File: src/rtl/bnn_seq_ctrl.sv
// rtl/bnn_seq_ctrl.sv - time-multiplexed two-layer BNN sequencer with nibble-serial weight loader
// Optional debug taps (dbg_idx, dbg_sum) are compiled in only when BNN_DBG_EN is defined.
module bnn_seq_ctrl #(
   parameter int NUM_L1 = 4,
   parameter int NUM_L2 = 4,
   parameter int IN_W   = 8
) (
   input  logic            clk,
   input  logic            rst_n,
   input  logic            in_valid,
   input  logic [IN_W-1:0] in_data,
   output logic            in_ready,
   input  logic            cfg_en,
   input  logic [3:0]      cfg_nibble,
   output logic            cfg_ready,
   output logic            out_valid,
   output logic [7:0]      out_data,
   input  logic            out_ready,
   output logic            busy
`ifdef BNN_DBG_EN
   ,
   output logic [2:0]      dbg_idx,
   output logic [3:0]      dbg_sum
`endif
);

   typedef enum logic [1:0] {IDLE, EVAL, DONE} state_t;

   localparam logic [IN_W-1:0] W_RST [8] = '{8'hF0, 8'h0F, 8'h3C, 8'hC3,
                                            8'hF0, 8'h0F, 8'h3C, 8'hC3};

   state_t          state_q, state_d;
   logic [2:0]      idx_q, idx_d;
   logic [IN_W-1:0] x_q, x_d;
   logic [3:0]      l1_q, l1_d;
   logic [3:0]      l2_q, l2_d;
   logic [IN_W-1:0] w_q [8];
   logic [IN_W-1:0] w_d [8];
   logic [3:0]      th_q [8];
   logic [3:0]      th_d [8];
   logic [1:0]      phase_q, phase_d;
   logic [2:0]      ptr_q, ptr_d;
   logic [3:0]      lo_q, lo_d;
   logic [3:0]      hi_q, hi_d;

   logic [IN_W-1:0] match_vec;
   logic [3:0]      sum;
   logic            fire;
   logic            is_l1;

   // One shared XNOR-popcount engine; layer 2 only looks at the upper weight nibble.
   always_comb begin
      is_l1     = (idx_q < 3'(NUM_L1));
      match_vec = '0;
      if (is_l1) begin
         match_vec = ~(x_q ^ w_q[idx_q]);
      end else begin
         match_vec[3:0] = ~(l1_q ^ w_q[idx_q][IN_W-1 -: 4]);
      end
      sum = '0;
      for (int i = 0; i < IN_W; i++) begin
         sum = sum + {3'b000, match_vec[i]};
      end
      fire = (sum >= th_q[idx_q]);
   end

   always_comb begin
      state_d = state_q;
      idx_d   = idx_q;
      x_d     = x_q;
      l1_d    = l1_q;
      l2_d    = l2_q;
      w_d     = w_q;
      th_d    = th_q;
      phase_d = phase_q;
      ptr_d   = ptr_q;
      lo_d    = lo_q;
      hi_d    = hi_q;
      case (state_q)
         IDLE: begin
            if (cfg_en) begin
               // Configuration takes priority over an offered input vector.
               case (phase_q)
                  2'd0: begin
                     lo_d    = cfg_nibble;
                     phase_d = 2'd1;
                  end
                  2'd1: begin
                     hi_d    = cfg_nibble;
                     phase_d = 2'd2;
                  end
                  default: begin
                     w_d[ptr_q]  = {hi_q, lo_q};
                     th_d[ptr_q] = cfg_nibble;
                     ptr_d       = ptr_q + 3'd1;
                     phase_d     = 2'd0;
                  end
               endcase
            end else if (in_valid && phase_q == 2'd0) begin
               x_d     = in_data;
               l1_d    = '0;
               l2_d    = '0;
               idx_d   = '0;
               state_d = EVAL;
            end
         end
         EVAL: begin
            if (is_l1) l1_d[idx_q[1:0]] = fire;
            else       l2_d[idx_q[1:0]] = fire;
            if (idx_q == 3'(NUM_L1 + NUM_L2 - 1)) begin
               idx_d   = '0;
               state_d = DONE;
            end else begin
               idx_d = idx_q + 3'd1;
            end
         end
         DONE: begin
            if (out_ready) state_d = IDLE;
         end
         default: state_d = IDLE;
      endcase
   end

   always_ff @(posedge clk or negedge rst_n) begin
      if (!rst_n) begin
         state_q <= IDLE;
         idx_q   <= '0;
         x_q     <= '0;
         l1_q    <= '0;
         l2_q    <= '0;
         w_q     <= W_RST;
         for (int i = 0; i < 8; i++) th_q[i] <= 4'd5;
         phase_q <= '0;
         ptr_q   <= '0;
         lo_q    <= '0;
         hi_q    <= '0;
      end else begin
         state_q <= state_d;
         idx_q   <= idx_d;
         x_q     <= x_d;
         l1_q    <= l1_d;
         l2_q    <= l2_d;
         w_q     <= w_d;
         th_q    <= th_d;
         phase_q <= phase_d;
         ptr_q   <= ptr_d;
         lo_q    <= lo_d;
         hi_q    <= hi_d;
      end
   end

   assign in_ready  = (state_q == IDLE) && !cfg_en && (phase_q == 2'd0);
   assign cfg_ready = (state_q == IDLE);
   assign out_valid = (state_q == DONE);
   assign busy      = (state_q != IDLE);
   assign out_data  = {l2_q, l1_q};

`ifdef BNN_DBG_EN
   assign dbg_idx = (state_q == EVAL) ? idx_q : 3'd0;
   assign dbg_sum = (state_q == EVAL) ? sum : 4'd0;
`endif

endmodule

File: config.mk
export PLATFORM = sky130hd
export DESIGN_NAME = bnn_seq_ctrl
export DESIGN_NICKNAME = d
export VERILOG_FILES = /design/src/rtl/bnn_seq_ctrl.sv
export SDC_FILE = /design/constraint.sdc
export NUM_CORES = 1
export LEC_CHECK = 0
export BUFFER_PORTS_ARGS = -buffer_cell sky130_fd_sc_hd__buf_2
export CORE_MARGIN = 2
export CORE_UTILIZATION = 51
export DETAILED_ROUTE_END_ITERATION = 8
export GPL_ROUTABILITY_DRIVEN = 0
export GPL_TIMING_DRIVEN = 1
export PLACE_DENSITY = 0.69
export SLEW_MARGIN = 20
export SYNTH_ARGS = -nofsm -noshare
export SYNTH_HDL_FRONTEND = slang
export SYNTH_SLANG_ARGS = --single-unit
File: constraint.sdc
create_clock -name clk -period 15.15 [get_ports clk]
set_input_delay 3.03 -clock clk [delete_from_list [all_inputs] [get_ports clk]]
set_output_delay 3.03 -clock clk [all_outputs]
set_load 0.01 [all_outputs]
==> impl_metrics.tcl <==
set metrics [dict create \
    synthCells 388 \
    antenna_found_initial 0 \
    synth_top_family_by_area "multiplexers" \
    drc 0 \
    synth.yosys.seq_area_share 0.5105 \
    syn_area_per_cell_um2 14.66 \
    yosysTopAreaCell "dfrtp_1" \
    gr-usage-met1 0.2963 \
    use_met2 0.3316 \
    status "completed" \
    worstSetupStartpointType "input port" \
    drive_gt1_frac 0.5327 \
    overflow 0 \
    final_cell_area_um2 6470 \
    synth_edf_count 0 \
    cpLargestDelayFamily "buffers and inverters" \
    synth_top_cell_area_share 0.3256 \
    ys.flop_type "dfrtp_1" \
    cts_buffers 17 \
    synth-compound-area-share 0.04422 \
    finalSetupTns_ns 0 \
    synth.area.top_cells "dfrtp_1, dfstp_2, mux2_2, mux4_2, mux2_4" \
    seqCellArea_um2 2903 \
    wl_per_cell_um 20.19 \
    viasPerCell 5.702 \
    tightest_slew_ns 0.9792 \
    synthAdderAreaFrac 0.04268 \
    clock_latency_ns 0.51 \
    antenna_cells 0 \
    multi_input_area_um2 2561 \
    slew_violations 0 \
    crit_top_cell "buf_2" \
    numPortBuffers 28 \
    ctsResizeCount 0 \
    hp-class "register to register" \
    muxShareOfSynthArea 0.2911 \
    ctsHoldBuffers 0 \
    grt_pass1_vias 3415 \
    rows 38 \
    path_buf_inv 2 \
    post-route-period-util 0.4354 \
    yosys.area_share.simple 0.04928 \
    slowest_delay_ns 0.25 \
    core_um2 10840 \
    drt_wl_total_um 11470 \
    post-cts-setup-buffers 0 \
    num_vias 3239 \
    cts.sinks 114 \
    cts_max_level 4 \
    root_buffer "clkbuf_8" \
    min_period_ns 6.596 \
    rsz0062_at_grt "no" \
    yosys.cell_count.top_type "mux2_2" \
    die_w_um 109.6 \
    grt_most_used_layer "met2" \
    synth-seq-cells 114 \
    dpl.hpwl_um 7216 \
    postPlaceCellArea_um2 5887 \
    first_iter_violations 207 \
    dr.pass1.iters 4 \
    use_met3 0.05691 \
    crit_arrival_ns 3.57 \
    filler_cell_count 825 \
    cts_tree "built" \
    cpMaxStageDelayCell "nor4_1" \
    hold_viol 0 \
    async_flop_share 1.000 \
    clockBufferDepth 2 \
    path_clk_slew_ns 0.05 \
    relSlewSlack 0.3472 \
    synth.top_cells.by_count "mux2_2, dfrtp_1, dfstp_2" \
    ant_nets 0 \
    io_pins 29 \
    clock_skew_ns 0.009733 \
    path_cells "buf_2, nor4_1, buf_2" \
    crit_fanout 4 \
    synth_xor_area_frac 0.02310 \
    syn_area_um2 5687 \
    initial_core_util 0.5246 \
    crit_required_ns 12.12 \
    cap_violations 0 \
    syn2layout_area_growth_pct 13.77 \
    setup_violations 0 \
    die_h_um 109.6 \
    grt_pass1_wl_um 18730 \
    die_area_um2 12010 \
    fmax_mhz 151.6 \
    synth_nets 422 \
    cp-end-kind "output port" \
    grt.total_usage 0.2156 \
    path_class "input port to output port" \
    grt_max_degree 79 \
    finalNetCount 449 \
    synth.distinct_cells 42 \
    synth-warning-count 0 \
]
## final timing paths
check	start	end	slack [ns]	cells past startpoint
setup / recovery	cfg_en	in_ready	8.55	3
hold / removal	w_q[57]	w_q[57]	0.50	1
setup reg to reg	idx_q[0]	l1_q[2]	9.37	18
hold reg to reg	w_q[57]	w_q[57]	0.50	1
max in group asynchronous	rst_n	state_q[1]	11.34	2
min in group asynchronous	rst_n	ptr_q[0]	2.47	1
## cells by family (layout without fill, tap and decap cells)
logic type               count (synthesis)  in the layout
multiplexers                           120            120
flip-flops                             114            114
XOR/XNOR                                15             15
AND/OR/NAND/NOR                         40             40
buffers and inverters                   43             83
AO/OA/AOI/OAI                           39             39
adder cells (fa/ha/maj)                 17             17
## cell type report
class                   count  share of cell area
flip-flops and latches    114              0.4487
multi-input cells         231              0.3959
clock buffers              26             0.07387
repair buffers             33             0.02785
well taps                 140             0.02707
clock inverters             6             0.01624
inverters                  18             0.01044
## cell usage in the layout, fill, tap and decap left out, drive strengths merged
cell / count
nand3b: 2
nor2: 6
mux4: 20
o21a: 1
nand2: 17
nor3: 1
a22o: 3
clkinv: 4
and4bb: 1
dfrtp: 74
a21o: 1
a21oi: 10
inv: 17
dfstp: 40
nand3: 1
o21ai: 13
clkbuf: 26
and2: 1
fa: 4
bufinv: 3
mux2i: 3
nor4: 1
nor2b: 2
o41ai: 9
nor4b: 1
xnor2: 8
a211o: 1
or3: 1
o21bai: 1
nand2b: 3
ha: 13
mux2: 97
xor2: 7
nor3b: 3
buf: 33
## routing by layer
metal  up-vias  part of all wire
li1       1460                 -
met1      1693              0.46
met2        71              0.49
met3        15             0.035
met4         0             0.017
met5         -                 0
## metrics by stage
step	std cells	hold slack, ns	util	setup slack (ns)
floorplan	388	0.4740	-	8.646
global placement	536	0.4825	0.5431	8.557
detailed placement	536	0.4884	0.5431	8.541
CTS	568	0.5048	0.5968	8.541
global route	568	0.5166	0.5968	8.453
finish	568	0.5016	0.5968	8.554
## worst register-to-register path: stages (launching register included)
cell and delay, ns:
dfrtp_1 0.33, buf_4 0.43, mux4_2 0.63, xnor2_1 0.18, nand2_1 0.08, o21ai_0 0.12
fa_1 0.53, inv_1 0.05, fa_1 0.54, inv_1 0.06, fa_1 0.54, ha_1 0.17
inv_1 0.06, fa_1 0.48, inv_1 0.04, ha_1 0.28, a211o_1 0.26, a21oi_1 0.68
o41ai_1 0.15
## flip-flops by register name (all words and copies together) (netlist names)
name     flops
x_q          8
w_q         48
hi_q         4
l1_q         4
l2_q         4
phase_q      2
state_q      2
ptr_q        3
th_q        32
lo_q         4
idx_q        3
Power is not shown: default switching activity piles up to over one toggle a cycle in this logic, so the estimate is an artifact.
